File: src/rtl/tank_drive_ctrl.sv
// Per-player tank motion controller: keys to terrain-following motion per frame.
// Optional macro TANK_MOTION_ACCEL_EN enables step acceleration up to STEP_MAX.
module tank_drive_ctrl #(
    parameter int          COORD_W   = 10,
    parameter int          FUEL_W    = 8,
    parameter int          FUEL_MAX  = 50,
    parameter int          X_START   = 75,
    parameter int          Y_START   = 320,
    parameter int          X_MIN     = 0,
    parameter int          X_MAX     = 639,
    parameter int          Y_MIN     = 300,
    parameter int          Y_MAX     = 349,
    parameter int          TANK_SIZE = 32,
    parameter int          SLOPE_OFS = 7,
    parameter logic [7:0]  KEY_LEFT  = 8'h04,
    parameter logic [7:0]  KEY_RIGHT = 8'h07,
    parameter int          STEP_MAX  = 3
) (
    input  logic               frame_clk,
    input  logic               Reset_n,
    input  logic [7:0]         keycode,
    input  logic               my_turn,
    input  logic               turn_start,
    input  logic               blocked,
    input  logic [1:0]         slope_r,
    input  logic [1:0]         slope_l,
    output logic [COORD_W-1:0] tank_x,
    output logic [COORD_W-1:0] tank_y,
    output logic [COORD_W-1:0] tank_y_disp,
    output logic [COORD_W-1:0] tank_s,
    output logic [COORD_W-1:0] x_motion,
    output logic [COORD_W-1:0] y_motion,
    output logic [FUEL_W-1:0]  fuel,
    output logic [1:0]         state
);

    typedef enum logic [1:0] {
        S_IDLE  = 2'b00,
        S_MOVE  = 2'b01,
        S_EMPTY = 2'b10
    } state_t;

    // Extra headroom so bound sums never wrap.
    localparam int EW = COORD_W + 2;

`ifdef TANK_MOTION_ACCEL_EN
    localparam int STEP_TOP = STEP_MAX;
`else
    localparam int STEP_TOP = 1;
`endif

    state_t             state_q, state_d;
    logic [COORD_W-1:0] x_q, x_d;
    logic [COORD_W-1:0] y_q, y_d;
    logic [COORD_W-1:0] disp_q, disp_d;
    logic [COORD_W-1:0] xm_q, xm_d;
    logic [COORD_W-1:0] ym_q, ym_d;
    logic [FUEL_W-1:0]  fuel_q, fuel_d;
    logic [COORD_W-1:0] step_q, step_d;
    logic [2:0]         run_q, run_d;

    logic               key_l, key_r, req;
    logic               r_fit_cur, r_fit_one;
    logic               l_fit_cur, l_fit_one;
    logic               mv_ok;
    logic [COORD_W-1:0] step_use;
    logic [EW-1:0]      x_ext, step_ext;
    logic signed [EW-1:0] y_sum, ymin_s, ymax_s;
    logic               on_slope;

    assign key_l = (keycode == KEY_LEFT);
    assign key_r = (keycode == KEY_RIGHT);
    assign req   = my_turn && !blocked && (fuel_q != '0);

    assign x_ext    = {2'b00, x_q};
    assign step_ext = {2'b00, step_q};

    assign r_fit_cur = (x_ext + EW'(TANK_SIZE) + step_ext) <= EW'(X_MAX);
    assign r_fit_one = (x_ext + EW'(TANK_SIZE) + EW'(1)) <= EW'(X_MAX);
    assign l_fit_cur = x_ext >= (EW'(X_MIN) + step_ext);
    assign l_fit_one = x_ext >= (EW'(X_MIN) + EW'(1));

    // Pick the step for this frame and the resulting X/Y motion.
    always_comb begin
        mv_ok    = 1'b0;
        step_use = '0;
        xm_d     = '0;
        ym_d     = '0;
        if (req && key_r) begin
            if (r_fit_cur) begin
                mv_ok    = 1'b1;
                step_use = step_q;
            end else if (r_fit_one) begin
                mv_ok    = 1'b1;
                step_use = COORD_W'(1);
            end
            if (mv_ok) begin
                xm_d = step_use;
                unique case (slope_r)
                    2'b01:   ym_d = step_use;
                    2'b10:   ym_d = -step_use;
                    default: ym_d = '0;
                endcase
            end
        end else if (req && key_l) begin
            if (l_fit_cur) begin
                mv_ok    = 1'b1;
                step_use = step_q;
            end else if (l_fit_one) begin
                mv_ok    = 1'b1;
                step_use = COORD_W'(1);
            end
            if (mv_ok) begin
                xm_d = -step_use;
                unique case (slope_l)
                    2'b01:   ym_d = -step_use;
                    2'b10:   ym_d = step_use;
                    default: ym_d = '0;
                endcase
            end
        end
    end

    assign ymin_s = EW'(Y_MIN);
    assign ymax_s = EW'(Y_MAX);
    assign y_sum  = $signed({2'b00, y_q})
                  + $signed({{2{ym_d[COORD_W-1]}}, ym_d});

    // Position, fuel and state updates for this frame.
    always_comb begin
        x_d = x_q + xm_d;
        if (y_sum < ymin_s) begin
            y_d = COORD_W'(Y_MIN);
        end else if (y_sum > ymax_s) begin
            y_d = COORD_W'(Y_MAX);
        end else begin
            y_d = y_sum[COORD_W-1:0];
        end

        if (turn_start) begin
            fuel_d = FUEL_W'(FUEL_MAX);
        end else if (mv_ok && fuel_q != '0) begin
            fuel_d = fuel_q - FUEL_W'(1);
        end else begin
            fuel_d = fuel_q;
        end

        if (mv_ok) begin
            state_d = (fuel_d == '0) ? S_EMPTY : S_MOVE;
        end else if (state_q == S_EMPTY && !turn_start) begin
            state_d = S_EMPTY;
        end else begin
            state_d = S_IDLE;
        end
    end

    // Display offset follows the slope on the side the tank last moved toward.
    always_comb begin
        on_slope = 1'b0;
        if (xm_q != '0) begin
            if (xm_q[COORD_W-1]) begin
                on_slope = (slope_l == 2'b01) || (slope_l == 2'b10);
            end else begin
                on_slope = (slope_r == 2'b01) || (slope_r == 2'b10);
            end
        end
        disp_d = on_slope ? (y_q + COORD_W'(SLOPE_OFS)) : y_q;
    end

    // Step grows every 8 consecutive moving frames; any idle frame resets it.
    always_comb begin
        step_d = COORD_W'(1);
        run_d  = '0;
        if (mv_ok) begin
            step_d = step_q;
            run_d  = run_q + 3'd1;
            if (run_q == 3'd7 && step_q < COORD_W'(STEP_TOP)) begin
                step_d = step_q + COORD_W'(1);
            end
        end
    end

    // All registered state, including the FSM, with synchronous reset.
    always_ff @(posedge frame_clk) begin
        if (!Reset_n) begin
            state_q <= S_IDLE;
            x_q     <= COORD_W'(X_START);
            y_q     <= COORD_W'(Y_START);
            disp_q  <= COORD_W'(Y_START);
            xm_q    <= '0;
            ym_q    <= '0;
            fuel_q  <= FUEL_W'(FUEL_MAX);
            step_q  <= COORD_W'(1);
            run_q   <= '0;
        end else begin
            state_q <= state_d;
            x_q     <= x_d;
            y_q     <= y_d;
            disp_q  <= disp_d;
            xm_q    <= xm_d;
            ym_q    <= ym_d;
            fuel_q  <= fuel_d;
            step_q  <= step_d;
            run_q   <= run_d;
        end
    end

    assign tank_x      = x_q;
    assign tank_y      = y_q;
    assign tank_y_disp = disp_q;
    assign tank_s      = COORD_W'(TANK_SIZE);
    assign x_motion    = xm_q;
    assign y_motion    = ym_q;
    assign fuel        = fuel_q;
    assign state       = state_q;

endmodule

File: config.mk
export PLATFORM = sky130hd
export DESIGN_NAME = tank_drive_ctrl
export DESIGN_NICKNAME = d
export VERILOG_FILES = /design/src/rtl/tank_drive_ctrl.sv
export SDC_FILE = /design/constraint.sdc
export NUM_CORES = 1
export LEC_CHECK = 0
export ABC_CLOCK_PERIOD_IN_PS = 7650
export CORE_MARGIN = 2
export CORE_UTILIZATION = 55
export CTS_CLUSTER_DIAMETER = 200
export DETAILED_ROUTE_END_ITERATION = 7
export MAX_ROUTING_LAYER = met4
export PLACE_DENSITY = 0.81
export SLEW_MARGIN = 20
export SYNTH_ARGS = -nofsm -noshare
export SYNTH_HDL_FRONTEND = slang
export SYNTH_SLANG_ARGS = --single-unit
File: constraint.sdc
create_clock -name frame_clk -period 7.65 [get_ports frame_clk]
set_input_delay 2.295 -clock frame_clk [delete_from_list [all_inputs] [get_ports frame_clk]]
set_output_delay 2.295 -clock frame_clk [all_outputs]
set_load 0.01 [all_outputs]
After elaboration in Yosys (flattened, before gate mapping)
Index checks and enable logic that the tools add are counted.
{"block": "totals", "reg_bits": 73, "latch_bits": 0, "ramBits": 0, "mem_bits_ro": 0, "inputBits": 17, "output_inout_bits": 70, "wordCells": 91, "memories": 0}
{"block": "op_classes", "addsub": 11, "multipliers": 0, "div": 0, "order_cmp": 7, "eq_ne": 8, "shifts": 0, "muxes": 36, "bitwise_logic": 1, "reduce_logical": 17}
{"cell": "10-bit two-way mux", "n": 14}
{"cell": "10-bit one-hot mux with 2 select lines", "n": 2}
{"cell": "12-bit by 10-bit less-or-equal comparator with 1-bit output, second input constant", "n": 2}
{"cell": "10-bit negation", "n": 2}
{"cell": "8-bit by 3-bit equality test with 1-bit output, second input constant", "n": 2}
{"cell": "8-bit two-way mux", "n": 2}
{"cell": "7-bit two-way mux", "n": 2}
{"cell": "1-bit two-way mux", "n": 13}
{"cell": "11-bit by 1-bit adder with 12-bit output, second input constant", "n": 1}
{"cell": "11-bit by 10-bit adder with 12-bit output", "n": 1}
{"cell": "12-bit by 10-bit adder with 12-bit output", "n": 1}
{"cell": "12-bit by 10-bit > comparator with 1-bit output, second input constant", "n": 1}
{"cell": "12-bit by 10-bit < comparator with 1-bit output, second input constant", "n": 1}
{"cell": "10-bit by 6-bit adder with 11-bit output, second input constant", "n": 1}
{"cell": "10-bit by 1-bit adder with 10-bit output, second input constant", "n": 1}
{"cell": "10-bit adder", "n": 1}
{"cell": "10-bit by 3-bit adder with 10-bit output, second input constant", "n": 1}
{"cell": "10-bit by 1-bit >= comparator with 1-bit output, second input constant", "n": 1}
{"cell": "10-bit >= comparator", "n": 1}
{"cell": "10-bit by 1-bit < comparator with 1-bit output, second input constant", "n": 1}
{"cell": "10-bit nonzero test", "n": 1}
{"cell": "8-bit logical NOT", "n": 1}
{"cell": "8-bit nonzero test", "n": 1}
{"cell": "8-bit by 1-bit subtractor with 8-bit output, second input constant", "n": 1}
{"cell": "other kinds (12)", "n": 25}

Depth between registers and ports, before layout
Gate-level depths: netlist of the first run.
{"block": "logic_depth", "ltp_word": 15, "depth_mapped": 28, "mapped_depth_nobuf": 26}

Least setup slack after synthesis of the first run
No wires, ideal clock.
{"block": "synth_timing", "path_type": "input to register", "from": "input keycode[3]", "to": "register y_q[2], in the netlist tank_y[2]", "setup_ns": 0.120, "t_arrival_ns": 6.291, "required_ns": 7.530, "slack_ns": 1.239, "cell_stages": 18, "path_buffers": 1, "cell_sequence": "nor4bb_1 nand2_1 a31oi_1 nand3_1 nor2_1 o21ai_0 o32ai_1 ha_1 clkbuf_2 a211oi_1 o21ai_0 a21oi_2 xor2_1 nor2_1 a311oi_1 nand3_1 mux2_4 o31a_1"}
{"block": "synth_via", "elab_chain_cells": 8, "word_cells_on_any_way": 11, "cone_classes": "add/sub: 1; order compare: 2; eq/ne: 2; mux: 4; reduce/logical: 2"}
{"item": "from (decl)", "line": "21", "text": "input logic [7:0] keycode,"}
{"item": "8-bit by 3-bit equality test with 1-bit output", "line": "71", "text": "assign key_l = (keycode == KEY_LEFT);"}
{"item": "1-bit logical AND", "line": "105", "text": "end else if (req && key_l) begin"}
{"item": "10-bit two-way mux", "line": "105"}
{"item": "10-bit two-way mux *", "line": "89", "text": "if (req && key_r) begin"}
{"item": "net ym_d[2]", "line": "57", "text": "logic [COORD_W-1:0] ym_q, ym_d;"}
{"item": "11-bit by 10-bit adder with 12-bit output *", "line": "127", "text": "+ $signed({{2{ym_d[COORD_W-1]}}, ym_d});"}
{"item": "12-bit by 10-bit > comparator with 1-bit output", "line": "134", "text": "end else if (y_sum > ymax_s) begin"}
{"item": "7-bit two-way mux", "line": "134"}
{"item": "7-bit two-way mux *", "line": "132", "text": "if (y_sum < ymin_s) begin"}
{"item": "to (signal assigned)", "line": "188", "text": "y_q <= COORD_W'(Y_START);"}
{"item": "to (signal assigned)", "line": "198", "text": "y_q <= y_d;"}
{"item": "to (decl)", "line": "54", "text": "logic [COORD_W-1:0] y_q, y_d;"}
Mark *: on every way through the listed nets, which the timed path passes. The rest lies on a longest branch.
A chain may end at the register's enable or synchronous reset.

Worst setup path after layout of the first run
{"block": "layout_timing", "from": "register x_q[5], in the netlist tank_x[5]", "to": "register y_q[2], in the netlist tank_y[2]"}
{"block": "layout_via", "elab_chain_cells": 14, "word_cells_on_any_way": 34, "cone_classes": "add/sub: 6; order compare: 6; mux: 22"}
{"item": "from (decl)", "line": "53", "text": "logic [COORD_W-1:0] x_q, x_d;"}
{"item": "from (signal assigned)", "line": "187", "text": "x_q <= COORD_W'(X_START);"}
{"item": "10-bit by 6-bit adder with 11-bit output or 10-bit by 1-bit >= comparator with 1-bit output (tied branches)", "line": "78, 79, 81"}
{"item": "11-bit by 1-bit adder with 12-bit output or 1-bit two-way mux (tied branches)", "line": "79, 109"}
{"item": "12-bit by 10-bit less-or-equal comparator with 1-bit output or 10-bit two-way mux (tied branches)", "line": "79, 106"}
{"item": "1-bit two-way mux or 10-bit two-way mux (tied branches)", "line": "93, 105"}
{"item": "10-bit two-way mux (on tied branches)", "line": "90, 89"}
{"item": "10-bit two-way mux or 10-bit negation (tied branches)", "line": "89, 116"}
{"item": "10-bit negation or 10-bit one-hot mux with 2 select lines (tied branches)", "line": "101, 115"}
{"item": "10-bit one-hot mux with 2 select lines or 10-bit two-way mux (tied branches)", "line": "99, 113"}
{"item": "10-bit two-way mux (on tied branches)", "line": "97, 105"}
{"item": "10-bit two-way mux *", "line": "89"}
{"item": "net ym_d[2]", "line": "57"}
{"item": "11-bit by 10-bit adder with 12-bit output *", "line": "127"}
{"item": "12-bit by 10-bit > comparator with 1-bit output", "line": "134"}
{"item": "7-bit two-way mux", "line": "134"}
{"item": "7-bit two-way mux *", "line": "132"}
Mark *: on every way through the listed nets, which the timed path passes. The rest lies on a longest branch. The select of a mux whose other input is x is not followed.

==> results of run 1 <==
==> worst paths after layout <==
kind                                  end  slack, ns  cells after the start
worst max-delay path            tank_y[2]       0.51                     24
worst min-delay path             run_q[0]       0.42                      1
worst max register to register  tank_y[2]       0.51                     24
worst min register to register   run_q[0]       0.42                      1
==> sequential cells by signal, summed over array words and instances, names as in the netlist <==
signal and flops:
tank_y 10, y_motion 10, step_q 10, x_motion 10, fuel 8, tank_x 10
run_q 3, tank_y_disp 10, state 2
==> critical path: stages (launching register included) <==
cell,delay (ns)
dfxtp_1,0.59
inv_1,0.15
ha_1,0.32
inv_1,0.04
ha_1,0.32
a21o_1,0.21
nor3_2,0.30
a211oi_4,0.13
nor3_1,0.36
o32a_2,0.44
nor2_1,0.14
a21oi_1,0.30
ha_1,0.42
a2111oi_0,0.19
o32ai_1,0.32
ha_1,0.37
a211oi_1,0.36
o21ai_0,0.20
a21oi_2,0.25
xor2_1,0.24
nor2_1,0.10
a311oi_1,0.53
nand3_1,0.18
mux2_4,0.32
o31a_1,0.24
==> stage by stage <==
step / std cells / hold WS [ns] / setup WS (ns) / power (uW)
after floorplan: 699 / 0.399 / 1.24 / 467
after detailed placement: 884 / 0.411 / 0.268 / 506
after global routing: 900 / 0.484 / 0.0546 / 853
final: 900 / 0.421 / 0.510 / 819
after global placement: 884 / 0.412 / 0.448 / 504
after CTS: 900 / 0.425 / 0.637 / 824
==> power groups by stage <==
| stage | clock (uW) | combinational, uW | sequential (uW) |
|---|---|---|---|
| after floorplan | 0 | 63.0 | 404 |
| after global placement | 0 | 100 | 404 |
| after detailed placement | 0 | 102 | 404 |
| after CTS | 327 | 102 | 395 |
| after global routing | 344 | 113 | 396 |
| final | 320 | 104 | 395 |
==> cell type report <==
cell class | count | area [um^2] | area share
repair buffers | 84 | 821 | 0.125
inverters | 43 | 161 | 0.0245
multi-input cells | 551 | 3780 | 0.573
flip-flops and latches | 73 | 1460 | 0.222
clock inverters | 7 | 77.6 | 0.0118
clock buffers | 9 | 124 | 0.0188
well taps | 133 | 166 | 0.0252
==> cells in the mapped netlist, drive strengths merged (11+ instances only) <==
cell type   n  area, um^2
dfxtp      73        1460
nor2       73         274
ha         55         688
a21oi      50         265
nand2      50         188
inv        42         158
o21ai      40         200
and2       22         138
nor3       21         115
clkbuf     20        76.3
nand3      20         105
a21o       18         135
xnor2      18         158
xor2       15         131
nand2b     13        81.3
buf        12        83.8
a31oi      11        68.8
nor2b      11        68.8
==> cell families (layout without fill, tap and decap cells) <==
family,after synthesis,count (layout),share of synthesized area
simple gates,240,240,0.218
compound gates,199,199,0.254
buf+inv,75,143,0.0582
flops,73,73,0.265
fa+ha+maj,58,58,0.136
xor+xnor,33,33,0.0523
mux,8,8,0.0154
other cells,2,13,0.00136
==> routing by layer <==
metal | part of all wire | global-route usage
met2 | 0.48 | 0.558
met3 | 0.079 | 0.0620
met1 | 0.40 | 0.396
met5 | 0 | -
met4 | 0.044 | 0.172
==> flow_metrics.env, run 1 <==
export IMPL_status="finished clean"
export IMPL_synth_seq_cells=73
export IMPL_ant_nets=0
export IMPL_root_buffer="clkbuf_8"
export IMPL_drt_total_wl_mm=17.6
export IMPL_min_path_type="reg2reg"
export IMPL_combPwrFrac=0.127
export IMPL_numCtsBuffers=9
export IMPL_synth_edff_count=0
export IMPL_dr_first_iter_drc_count=434
export IMPL_p_clk_frac=0.390
export IMPL_worst_setup_path_start_kind="flop"
export IMPL_power_switching_uw=233
export IMPL_syn_area_um2=5520
export IMPL_worstHoldStart="run_q[0]"
export IMPL_h_tree_depth=3
export IMPL_rsz0062_at_grt="no"
export IMPL_clock_path_buffers=2
export IMPL_hold_viol_final=0
export IMPL_ios=87
export IMPL_seq_power_share=0.483
export IMPL_fin_nets=837
export IMPL_post_cts_setup_buffers=0
export IMPL_cp_startpoint="tank_x[5]"
export IMPL_gp_congestion=0.973
export IMPL_end_kind="flop"
export IMPL_grt_total_usage=0.339
export IMPL_ys_async_sr_fraction=0
export IMPL_worst_pin_slew_ns=0.799
export IMPL_p_leak_uw=0.00272
export IMPL_die_w_um=104
export IMPL_first_pass_iters=7
export IMPL_antenna_found_initial=0
export IMPL_wl_per_cell_um=19.5
export IMPL_rows=36
export IMPL_num_antenna_cells=0
export IMPL_n_fill_cell=814
export IMPL_yosys_most_used_dff="dfxtp_1"
export IMPL_grt_max_degree=33
export IMPL_cts_tree="built"
export IMPL_grt_pass1_vias=5512
export IMPL_post_cts_resize_count=0
export IMPL_vias=5570
export IMPL_yosysSeqAreaShare=0.265
export IMPL_ir_drop_mv=0.140
export IMPL_p_int_uw=585
export IMPL_area_growth_syn_to_layout_pct=19.4
export IMPL_setup_viol=0
export IMPL_path_clk_slew_ns=0.09
export IMPL_viasPerCell=6.19
export IMPL_post_route_min_period_ns=7.14
export IMPL_core_um2=9770
export IMPL_finalMaxSlewViolations=0
export IMPL_final_cell_mix="clkdlybuf4s50_1, nor2_1, dfxtp_1"
export IMPL_yosys_warnings=0
export IMPL_ctsHoldBuffers=0
export IMPL_period_share=0.933
export IMPL_finClkSkew_ns=0.00985
export IMPL_post_route_cell_area_um2=6590
export IMPL_worstPathArrival_ns=7.40
export IMPL_critPathMaxFanout=15
export IMPL_dp_hpwl_mm=13.5
export IMPL_p_per_area_nw_per_um2=124
export IMPL_fin_util=0.674
export IMPL_io_buffer_count=76
export IMPL_critical_path_class="reg2reg"
export IMPL_dieArea_um2=10900
export IMPL_layout_commonest_cell="clkdlybuf4s50_1"
export IMPL_max_slew_margin=0.462
export IMPL_clk_latency_ns=0.37
export IMPL_grt_ovfl_total=0
export IMPL_synth_cells=688
export IMPL_dpl_cell_area_um2=6390
export IMPL_yosysUniqueCellTypes=78
export IMPL_swShare=0.285
export IMPL_cts_sinks=73
export IMPL_setup_tns_ns=0
export IMPL_fmax_ghz=0.140
export IMPL_cp_required_ns=7.91
export IMPL_drive_above_1_share=0.0600
export IMPL_postSynthAreaPerCell_um2=8.03
export IMPL_maxCapViolCount=0
export IMPL_start_util=0.565
export IMPL_r2r_start="tank_x[5]"
export IMPL_grt_pass1_wl_mm=28.2
export IMPL_fp_dieH_um=104
export IMPL_drc=0
Note: power is estimated with default switching activity, not from simulation.
==> inputs of run 2 (changes only) <==
--- a/config.mk
+++ b/config.mk
@@ -8,7 +8,7 @@
 export ABC_CLOCK_PERIOD_IN_PS = 7650
 export CORE_MARGIN = 2
 export CORE_UTILIZATION = 55
-export CTS_CLUSTER_DIAMETER = 200
+export CTS_CLUSTER_DIAMETER = 60
 export DETAILED_ROUTE_END_ITERATION = 7
 export MAX_ROUTING_LAYER = met4
 export PLACE_DENSITY = 0.81
==> results of run 2 <==
Final layout, timing and power as in run 1 (identical DEF).
==> inputs of run 3 (changes only) <==
--- a/config.mk
+++ b/config.mk
@@ -10,6 +10,7 @@
 export CORE_UTILIZATION = 55
 export CTS_CLUSTER_DIAMETER = 60
 export DETAILED_ROUTE_END_ITERATION = 7
+export GPL_TIMING_DRIVEN = 0
 export MAX_ROUTING_LAYER = met4
 export PLACE_DENSITY = 0.81
 export SLEW_MARGIN = 20
==> run 3 against run 2 <==
  * Die area unchanged
  * Global-route usage down 0.89 points
  * Clock skew about the same
  * Sequential share of layout area down 0.53 points
  * Critical endpoint is now tank_y[3]
  * Largest power group unchanged
==> flow_metrics.env, run 3 (synthesis gave the netlist of run 1 again) <==
export IMPL_busiest_layer="met2"
export IMPL_finalMaxSlewViolations=0
export IMPL_hold_viol_final=0
export IMPL_root_buffer="clkbuf_8"
export IMPL_crit_path_top_delay_cell="o32ai_1"
export IMPL_antenna_found_initial=0
export IMPL_core_um2=9770
export IMPL_worst_pin_slew_ns=0.709
export IMPL_clk_latency_ns=0.36
export IMPL_ios=87
export IMPL_cp_required_ns=7.90
export IMPL_fmax_ghz=0.138
export IMPL_final_cell_mix="clkdlybuf4s50_1, dfxtp_1, nor2_1"
export IMPL_finClkSkew_ns=0.00996
export IMPL_worstPathArrival_ns=7.50
export IMPL_crit_path_max_incr_delay_ns=0.45
export IMPL_hold_slack_ns=0.445
export IMPL_period_share=0.947
export IMPL_finalPower_uw=853
export IMPL_ant_nets=0
export IMPL_post_route_min_period_ns=7.24
export IMPL_first_pass_iters=5
export IMPL_io_buffer_count=76
export IMPL_critical_path_class="in2reg"
export IMPL_drive_above_1_share=0.0695
export IMPL_use_met3=0.0564
export IMPL_end_kind="flop"
export IMPL_drt_total_wl_mm=17.5
export IMPL_path_cells="clkdlybuf4s50_1, nor4bb_1, nand2_1, a31oi_2, nand3_2, nor2_2, o21ai_0, o32ai_1, ha_1, clkbuf_2, a211oi_1, o21ai_0, a21oi_2, xor2_1, nor2_1, a311oi_2, nand3_1, mux2_4, o31a_1"
export IMPL_worst_setup_path_start_kind="input port"
export IMPL_viasPerCell=6.10
export IMPL_dr_first_iter_drc_count=454
export IMPL_maxCapViolCount=0
export IMPL_grt_use_met1=0.394
export IMPL_dieArea_um2=10900
export IMPL_layout_commonest_cell="clkdlybuf4s50_1"
export IMPL_p_leak_uw=0.00277
export IMPL_numCtsBuffers=9
export IMPL_critPathMaxFanout=7
export IMPL_gp_congestion=1.03
export IMPL_grt_pass1_wl_mm=27.8
export IMPL_setup_viol=0
export IMPL_setup_tns_ns=0
export IMPL_clock_path_buffers=2
export IMPL_cp_common_cell="o21ai_0"
export IMPL_grt_use_met2=0.550
export IMPL_cts_sinks=73
export IMPL_vias=5641
export IMPL_cts_tree="built"
export IMPL_fp_dieH_um=104
export IMPL_grt_pass1_vias=5501
export IMPL_grt_ovfl_total=0
export IMPL_num_antenna_cells=0
export IMPL_die_w_um=104
export IMPL_p_per_area_nw_per_um2=126
export IMPL_dpl_cell_area_um2=6490
export IMPL_dp_hpwl_mm=13.5
export IMPL_h_tree_depth=3
export IMPL_fin_nets=861
export IMPL_max_slew_margin=0.527
export IMPL_ir_drop_mv=0.0975
export IMPL_grt_total_usage=0.330
export IMPL_post_route_cell_area_um2=6750
export IMPL_drc=0
export IMPL_start_util=0.565
export IMPL_path_clk_slew_ns=0.09
export IMPL_wl_per_cell_um=18.9
export IMPL_status="finished clean"
export IMPL_rows=36
export IMPL_area_growth_syn_to_layout_pct=22.3
export IMPL_rsz0062_at_grt="no"
export IMPL_min_path_type="reg2reg"
export IMPL_grt_max_degree=14
## run 3: metrics by stage
step,setup slack (ns),utilization,std cells
2_1_floorplan,1.24,-,699
3_3_place_gp,-0.413,0.664,908
3_5_place_dp,-0.423,0.664,908
4_1_cts,0.115,0.687,924
5_1_grt,0.109,0.691,924
6_report,0.406,0.691,924
## run 3: area by class of cell
type / instances / area (um^2)
Buffer: 32 / 160
Clock buffer: 10 / 128
Clock inverter: 6 / 90.1
Fill cell: 858 / 3020
Inverter: 43 / 161
Multi-Input combinational cell: 551 / 3820
Sequential cell: 73 / 1460
Tap cell: 133 / 166
Timing Repair Buffer: 76 / 761
## run 3: power breakdown
| group | internal [uW] | switching (uW) | total, uW | leakage, uW |
|---|---|---|---|---|
| combinational | 49.2 | 58.8 | 108 | 0.00207 |
| clock | 185 | 166 | 351 | 0.000107 |
| sequential | 386 | 8.16 | 394 | 0.000593 |
| total | 621 | 233 | 853 | 0.00277 |
## run 3: critical path, delay by kind of cell
| kind | cells | cell delay (ns) |
|---|---|---|
| buf+inv | 2 | 0.60 |
| simple gates | 6 | 1.22 |
| mux | 1 | 0.31 |
| xor+xnor | 1 | 0.26 |
| fa+ha+maj | 1 | 0.30 |
| compound gates | 8 | 2.51 |
## run 3: what timing repair did
| action | in CTS | in global routing |
|---|---|---|
| hold buffers | 0 | 0 |
| pin swaps | 0 | 0 |
| buffers inserted | 0 | 0 |
| gates cloned | 0 | 0 |
| setup endpoints to repair | 3 | 7 |
| resized for setup | 2 | 5 |
## run 3: path summary, 6_finish.rpt
kind,start,endpoint,slack (ns),cells past startpoint
setup / recovery,keycode[2],tank_y[3],0.41,19
hold reg to reg,run_q[0],run_q[0],0.45,1
setup reg to reg,step_q[2],tank_y[3],0.62,28
hold / removal,run_q[0],run_q[0],0.45,1
## run 3: routing by layer
| metal | up-vias | wire (um) |
|---|---|---|
| met4 | 0 | 774 |
| met2 | 280 | 8370 |
| met5 | - | 0 |
| li1 | 2649 | - |
| met1 | 2639 | 7220 |
| met3 | 73 | 1100 |
